`src/rtl/multiplier_pkg.sv`:
```
// Shared types and helpers for the shift-add multiply-accumulate unit.
package multiplier_pkg;

  typedef enum logic [1:0] {
    IDLE = 2'd0,
    RUN  = 2'd1,
    FIX  = 2'd2,
    DONE = 2'd3
  } state_t;

  localparam int G_DEFAULT = 4;
  localparam int MAX_W     = 64;

  typedef struct packed {
    logic             neg;
    logic [MAX_W-1:0] mag;
  } mag_sign_t;

  // Magnitude is returned unsigned, so -2^(width-1) maps to 2^(width-1) without overflow.
  function automatic mag_sign_t operand_mag(input logic [MAX_W-1:0] value,
                                            input int               width,
                                            input logic             is_signed);
    mag_sign_t        r;
    logic [MAX_W-1:0] mask;
    mask  = (width >= MAX_W) ? '1 : ((MAX_W'(1) << width) - MAX_W'(1));
    r.neg = is_signed & value[width-1];
    r.mag = r.neg ? ((~value + MAX_W'(1)) & mask) : (value & mask);
    return r;
  endfunction

endpackage

```
`src/rtl/multiplier_mac_accumulator.sv`:
```
// Guarded accumulator: extends each finished product, then loads or adds it, with sticky overflow.
module multiplier_mac_accumulator
  import multiplier_pkg::*;
#(
  parameter int N = 8,
  parameter int G = G_DEFAULT
) (
  input  logic                 clock,
  input  logic                 reset,
  input  logic                 fix_strobe,
  input  logic                 op_signed,
  input  logic                 op_accumulate,
  input  logic [2*N-1:0]       product,
  output logic [2*N+G-1:0]     acc,
  output logic                 acc_overflow
);

  localparam int ACC_W = 2*N + G;

  logic [ACC_W-1:0] ext;
  logic [ACC_W-1:0] sum;
  logic             add_ovf;

  always_comb begin
    ext     = op_signed ? {{G{product[2*N-1]}}, product} : {{G{1'b0}}, product};
    sum     = acc + ext;
    add_ovf = (acc[ACC_W-1] == ext[ACC_W-1]) && (sum[ACC_W-1] != acc[ACC_W-1]);
  end

  always_ff @(posedge clock) begin
    if (reset) begin
      acc          <= '0;
      acc_overflow <= 1'b0;
    end else if (fix_strobe) begin
      if (op_accumulate) begin
        acc          <= sum;
        acc_overflow <= acc_overflow | add_ovf;
      end else begin
        acc          <= ext;
        acc_overflow <= 1'b0;
      end
    end
  end

endmodule

```
`src/rtl/multiplier_mac.sv`:
```
// Sequential shift-add multiplier with early exit on exhausted multiplier bits,
// feeding a guarded accumulator, with valid/ready handshakes on both sides.
module multiplier_mac
  import multiplier_pkg::*;
#(
  parameter int N = 8,
  parameter int G = G_DEFAULT
) (
  input  logic                 clock,
  input  logic                 reset,
  input  logic                 in_valid,
  output logic                 in_ready,
  input  logic [N-1:0]         multiplicand,
  input  logic [N-1:0]         multiplier,
  input  logic                 op_signed,
  input  logic                 op_accumulate,
  output logic                 out_valid,
  input  logic                 out_ready,
  output logic [2*N-1:0]       product,
  output logic [2*N+G-1:0]     acc,
  output logic                 acc_overflow
);

  localparam int STEP_W = $clog2(N + 1);

  state_t            state, state_next;
  logic [N-1:0]      mcand_q, mplier_q;
  logic [2*N-1:0]    partial_q, fix_product;
  logic [STEP_W-1:0] step_q;
  logic              neg_q, signed_q, accum_q;
  logic              accept, run_done, fix_strobe;
  mag_sign_t         mag_a, mag_b;
  logic              unused_mag_bits;

  always_comb begin
    mag_a = operand_mag(MAX_W'(multiplicand), N, op_signed);
    mag_b = operand_mag(MAX_W'(multiplier), N, op_signed);
  end

  assign unused_mag_bits = ^{mag_a.mag[MAX_W-1:N], mag_b.mag[MAX_W-1:N]};

  // Exit once the bits still to be consumed are all zero, or the last bit has been used.
  assign run_done    = (mplier_q[N-1:1] == '0) || ((int'(step_q) + 1) >= N);
  assign fix_product = neg_q ? (-partial_q) : partial_q;
  assign accept      = in_valid & in_ready;

  always_ff @(posedge clock) begin
    if (reset) state <= IDLE;
    else       state <= state_next;
  end

  always_comb begin
    state_next = state;
    in_ready   = 1'b0;
    out_valid  = 1'b0;
    fix_strobe = 1'b0;
    case (state)
      IDLE: begin
        in_ready = 1'b1;
        if (in_valid) state_next = RUN;
      end
      RUN:  if (run_done) state_next = FIX;
      FIX: begin
        fix_strobe = 1'b1;
        state_next = DONE;
      end
      DONE: begin
        out_valid = 1'b1;
        if (out_ready) state_next = IDLE;
      end
      default: state_next = IDLE;
    endcase
  end

  always_ff @(posedge clock) begin
    if (reset) begin
      mcand_q   <= '0;
      mplier_q  <= '0;
      partial_q <= '0;
      step_q    <= '0;
      neg_q     <= 1'b0;
      signed_q  <= 1'b0;
      accum_q   <= 1'b0;
      product   <= '0;
    end else begin
      if (accept) begin
        mcand_q   <= mag_a.mag[N-1:0];
        mplier_q  <= mag_b.mag[N-1:0];
        partial_q <= '0;
        step_q    <= '0;
        neg_q     <= mag_a.neg ^ mag_b.neg;
        signed_q  <= op_signed;
        accum_q   <= op_accumulate;
      end else if (state == RUN) begin
        if (mplier_q[0]) partial_q <= partial_q + ({{N{1'b0}}, mcand_q} << step_q);
        mplier_q <= mplier_q >> 1;
        step_q   <= step_q + STEP_W'(1);
      end
      if (fix_strobe) product <= fix_product;
    end
  end

  multiplier_mac_accumulator #(.N(N), .G(G)) u_acc (
    .clock         (clock),
    .reset         (reset),
    .fix_strobe    (fix_strobe),
    .op_signed     (signed_q),
    .op_accumulate (accum_q),
    .product       (fix_product),
    .acc           (acc),
    .acc_overflow  (acc_overflow)
  );

endmodule

```
`config.mk`:
```
export PLATFORM = sky130hd
export DESIGN_NAME = multiplier_mac
export DESIGN_NICKNAME = d
export VERILOG_FILES = /design/src/rtl/multiplier_pkg.sv /design/src/rtl/multiplier_mac_accumulator.sv /design/src/rtl/multiplier_mac.sv
export SDC_FILE = /design/constraint.sdc
export NUM_CORES = 1
export LEC_CHECK = 0
export ABC_AREA = 1
export CAP_MARGIN = 20
export CORE_UTILIZATION = 55
export DETAILED_ROUTE_END_ITERATION = 10
export GPL_TIMING_DRIVEN = 0
export PLACE_DENSITY = 0.78
export SYNTH_ARGS = -nofsm -noshare
export SYNTH_HDL_FRONTEND = slang
export SYNTH_SLANG_ARGS = --single-unit
```
`constraint.sdc`:
```
create_clock -name clock -period 5 [get_ports clock]
set_input_delay 1 -clock clock [delete_from_list [all_inputs] [get_ports clock]]
set_output_delay 1 -clock clock [all_outputs]
set_load 0.02 [all_outputs]
```
Yosys cells after proc, flatten, opt, wreduce, memory -nomap -nowiden
Index checks and enable logic that the tools add are counted.
- input bits: 22
- latch bits: 0
- output and inout bits: 39
- memories: 0
- ROM bits: 0
- memory bits (writable): 0
- register bits after elaboration: 78
- div/mod/pow operators: 0
- $add $sub $neg: 7
- shift operators: 1
- muxes and demuxes: 15
- reduce and logical (&&, ||, !) cells: 8
- eq/ne operators: 8
- $lt $le $gt $ge: 1
- $mul: 0
- bitwise logic cells: 7
- operators with widths (kind ; count):
    two-way mux 20 bit ; 2
    two-way mux 8 bit ; 4
    adder 20 bit ; 1
    adder 16 bit ; 1
    adder 8 x 1 -> 8 bit, second input constant ; 2
    two-way mux 16 bit ; 1
    negator 16 bit ; 1
    inverter 8 bit ; 2
    left shift 8 x 4 -> 16 bit ; 1
    case mux 2 bit (4 select lines) ; 1
    logical NOT 7 bit ; 1
    two-way mux 2 bit ; 3
    != test 2 bit, second input constant ; 3
    adder 4 x 1 -> 5 bit, second input constant ; 1
    >= comparator 5 x 4 -> 1 bit, second input constant ; 1
    adder 4 x 1 -> 4 bit, second input constant ; 1
    equality test 2 bit, second input constant ; 2
    two-way mux 1 bit ; 4
    bitwise AND 1 bit ; 3
    AND reduction 3 bit ; 1
    equality test 2 x 1 -> 1 bit, second input constant ; 1
    logical NOT 2 bit ; 1
    AND reduction 2 bit ; 1
    nonzero test 2 bit ; 1
    7 further kinds ; 7

Longest topological paths before layout
- word-level depth: 8
- gate-level depth with buffers: 23
- mapped depth without buffers: 23

Modules after synthesis
Synthesis repeated with hierarchy kept, for this count alone.
- cell total of the unflattened synthesis: 1051
- area, all modules: 6462.4 um^2
- by module, submodules not included (module ; cells an instance ; area each (um^2) ; instances):
    multiplier_mac ; 667 ; 4232.8 ; 1
    multiplier_mac_accumulator ; 384 ; 2229.6 ; 1

Least setup slack after synthesis
OpenSTA, ideal clock, no wires.
- path kind: reg2reg
- start: reg partial_q[1]
- end: reg u_acc.acc[19]
- data arrival time: 2.914 ns
- library setup time: 0.122 ns
- stages on the path, launching flop included: 24
- buffers on the path: 0
- data required time: 4.878 ns
- setup slack: 1.964 ns
- cell sequence: dfxtp_1 inv_1 ha_1 inv_1 nor3_1 nand2_1 inv_1 nand4_1 o31ai_2 o21ai_1 xnor2_1 inv_1 ha_1 nand2_1 nor4_1 nand2_1 nand2_1 nand3_2 nand2_2 nand2_2 nand2_2 nand2_1 nand3_2 a21oi_2
- longest elaborated chain between the ends: 5
- ends and longest elaborated chain (element ; line ; text):
    from (decl) ; multiplier_mac.sv:28 ; logic [2*N-1:0] partial_q, fix_product;
    from (signal assigned) ; multiplier_mac.sv:95 ; if (mplier_q[0]) partial_q <= partial_q + ({{N{1'b0}}, mcand_q} << step_q);
    negator 16 bit ; multiplier_mac.sv:44 ; assign fix_product = neg_q ? (-partial_q) : partial_q;
    two-way mux 16 bit ; multiplier_mac.sv:44 ;
    named net fix_product[14] ; multiplier_mac.sv:28 ;
    two-way mux 20 bit ; multiplier_mac_accumulator.sv:25 ; ext = op_signed ? {{G{product[2*N-1]}}, product} : {{G{1'b0}}, product};
    adder 20 bit ; multiplier_mac_accumulator.sv:26 ; sum = acc + ext;
    two-way mux 20 bit ; multiplier_mac_accumulator.sv:35 ; if (op_accumulate) begin
    to (signal assigned) ; multiplier_mac_accumulator.sv:36 ; acc <= sum;
    to (signal assigned) ; multiplier_mac_accumulator.sv:39 ; acc <= ext;
    to (decl) ; multiplier_mac_accumulator.sv:14 ; output logic [2*N+G-1:0] acc,
The timed path passes the listed nets, and every way through them passes these cells.
A chain may end at the register's enable or synchronous reset.

Worst setup path after layout
Same ends and word-level chain as after synthesis.

==> flow_summary.toml <==
[detailed_routing]
drt_pass1_iterations = 4
first_iter_violations = 204
via_per_inst = 5.56
remaining_drc_errors = 0
dr.max_layer_used = "met4"
ant_nets = 0
dr_wl_met3_microns = 874
wl_per_cell_microns = 14.6
dr_total_vias = 5931
route.met2.wl_microns = 7370
wl_met1_microns = 6910
wirelength_microns = 15600

[cts]
clockBufferDepth = 2
tritoncts = "built"
ctsResizeCount = 0
clk_pin_slew_ps = 80
postCtsSetupRepairBufs = 0
htree_levels = 3
numClockSinks = 78
numCtsBuffers = 9
clkLatencyLatePin_ps = 360
cts-hold-fix-buffers = 0
cts_root_buffer = "clkbuf_8"

[power_and_ir_drop]
power_leakage_uw = 0.00313
powerDensity_nw_per_um2 = 395
vdd_drop_max_mv = 0.196

[setup_path]
crit_type = "register to register"
crit_top_cell = "nand2_1"
worstSetupEndpointType = "register"
rrSetupSlack_ps = 1240
crit_arrival_ps = 4000
path_max_fanout = 5
worstPathCellList = "inv_1, ha_1, inv_1, nor3_1, nand2_1, inv_1, nand4_1, o31ai_2, o21ai_1, xnor2_1, inv_1, ha_1, nand2_1, nor4_1, nand2_1, nand2_1, nand3_2, nand2_2, nand2_2, nand2_2, nand2_1, nand3_2, a21oi_2"
cp_slowest_cell = "xnor2_1"
start_kind = "register"
max_stage_delay_ps = 390
critPathRequiredTime_ps = 5250

[synth]
synth-xor-area-share = 0.0554
synth.ff_latch_count = 78
syn_inst = 857
synth_compound_area_frac = 0.217
muxShareOfSynthArea = 0.00355
yosys.area_share.simple = 0.254
synth.distinct_cells = 46
syn-cell-area_sq_um = 5650
postSynthNetCount = 921
avgSynthCellArea_sq_um = 6.59
synthAdderAreaFrac = 0.0957
synth.top_cell.area_share = 0.277
yosysWarnings = 0
synth-seq-area-share = 0.277
synth_top_family_by_area = "simple AND/OR/NAND/NOR gates"
synth_top_cell_by_area = "dfxtp_1"
synth_area_leaders = "dfxtp_1 28%, nand2_1 12%, ha_1 8.9%"

[place]
pre_cts_slack_ps = 1330
portBuffers = 60
gp_congestion = 0.909
hpwlAfterDp_microns = 12300

[finish]
diodes = 0
layout.nets = 992
n_fill_cell = 876
drive_gt1_frac = 0.0514
syn2layout_area_growth_pct = 17.7
layout_common_cells = "185 x nand2_1, 117 x inv_1, 86 x o21ai_0, 83 x nor2_1, 78 x dfxtp_1"
register_area_sq_um = 1560
multiInputGateArea_sq_um = 3530
final_common_cell = "nand2_1"

[die]
rows = 36
die_area_sq_um = 10700
pin_count = 61
start_util = 0.572
die_w_microns = 103
die_h_microns = 103
core_sq_um = 9860

[timing]
rsz0062_at_grt = "no"
setup_tns_ps = 0
hold_viol = 0
final-max-slew-violation-count = 0
period_share = 0.751
setup_slack_ps = 1240
setup_viol = 0
skew_ps = 10.7
worst_pin_slew_ps = 662
max_slew_margin = 0.557
fmax_ghz = 0.266
fin_crit_ps = 3760
hold_ws_ps = 466

[grt]
grt_max_degree = 13
grt_pass1_wl_microns = 25600
grt_usage = 0.311
grt_antenna_before_repair = 0
grt_pass1_vias = 5674
gr-total-overflow = 0

[run]
drv_cap = 0

[worst_hold_path]
hold_path_class = "register to register"

[outcome]
run_status = "complete, no violations"
## final cells by class
cell class              instances  area share
multi-input cells             636       0.531
flip-flops and latches         78       0.235
repair buffers                 60      0.0903
inverters                     121      0.0683
clock buffers                  13      0.0254
well taps                     133      0.0250
plain buffers                  22      0.0151
clock inverters                 3     0.00979
## sequential cells by signal (all words and copies together), names as in the netlist
name and cells:
accum_q 1, mplier_q 8, partial_q 16, product 16, u_acc.acc 20, state 2
neg_q 1, mcand_q 8, u_acc.acc_overflow 1, signed_q 1, step_q 4
## through the flow
stage	cell area, sq um	instances	power (uW)	utilization
after floorplan	5650	857	1660	-
after global placement	6410	1050	2010	0.650
after detailed placement	6410	1050	2060	0.650
after CTS	6650	1066	2620	0.674
after global routing	6650	1066	2810	0.674
final	6650	1066	2620	0.674
## report_power, final
| part | switching [uW] | internal (uW) |
|---|---|---|
| logic | 748 | 451 |
| clock network | 239 | 322 |
| registers | 112 | 753 |
| total | 1100 | 1530 |
## cells in the mapped netlist, drive strengths merged
| master | instances |
|---|---|
| nor2 | 88 |
| o21a | 2 |
| o21ai | 94 |
| nand2 | 192 |
| o211ai | 11 |
| ha | 40 |
| nand3 | 35 |
| a221oi | 3 |
| clkinv | 4 |
| nor3 | 10 |
| a31oi | 4 |
| buf | 8 |
| fa | 2 |
| nor3b | 1 |
| a21oi | 74 |
| a211oi | 2 |
| a21o | 1 |
| dfxtp | 78 |
| xor2 | 24 |
| o21bai | 4 |
| o221ai | 4 |
| a31o | 1 |
| o22ai | 13 |
| nor4 | 2 |
| xnor2 | 10 |
| or2 | 7 |
| inv | 117 |
| a2bb2oi | 1 |
| nand4 | 5 |
| o31ai | 3 |
| clkbuf | 14 |
| mux2i | 2 |
| o32ai | 1 |
## path summary, 6_finish.rpt
check,cells after the start,startpoint,to
setup / recovery,23,partial_q[1]$_SDFFE_PP0P_,u_acc.acc[19]$_SDFFE_PP0P_
hold / removal,2,u_acc.acc_overflow$_SDFFE_PP0P_,u_acc.acc_overflow$_SDFFE_PP0P_
setup reg to reg,23,partial_q[1]$_SDFFE_PP0P_,u_acc.acc[19]$_SDFFE_PP0P_
hold reg to reg,2,u_acc.acc_overflow$_SDFFE_PP0P_,u_acc.acc_overflow$_SDFFE_PP0P_
## routing by layer
metal  up-vias  track usage
met5         -            0
met4         0        0.139
met3        42       0.0437
met2       203        0.535
met1      2718        0.387
li1       2968            -
## logic make-up (layout without fill, tap and decap cells)
| kind of cell | after synthesis | in the layout |
|---|---|---|
| xor+xnor | 34 | 34 |
| mux | 2 | 2 |
| fa+ha+maj | 42 | 42 |
| buf+inv | 143 | 219 |
| simple gates | 340 | 340 |
| flops | 78 | 78 |
| compound gates | 218 | 218 |
## critical path, delay by kind of cell, from the launching register on
kind,cells,cell delay [ps]
DFF,1,350
AOI/OAI and AO/OA,3,450
adders and majority gates,2,530
buffers and inverters,4,390
and+or+nand+nor,13,1530
xor gates and xnor gates,1,390
Note: power is estimated with default switching activity, not from simulation.
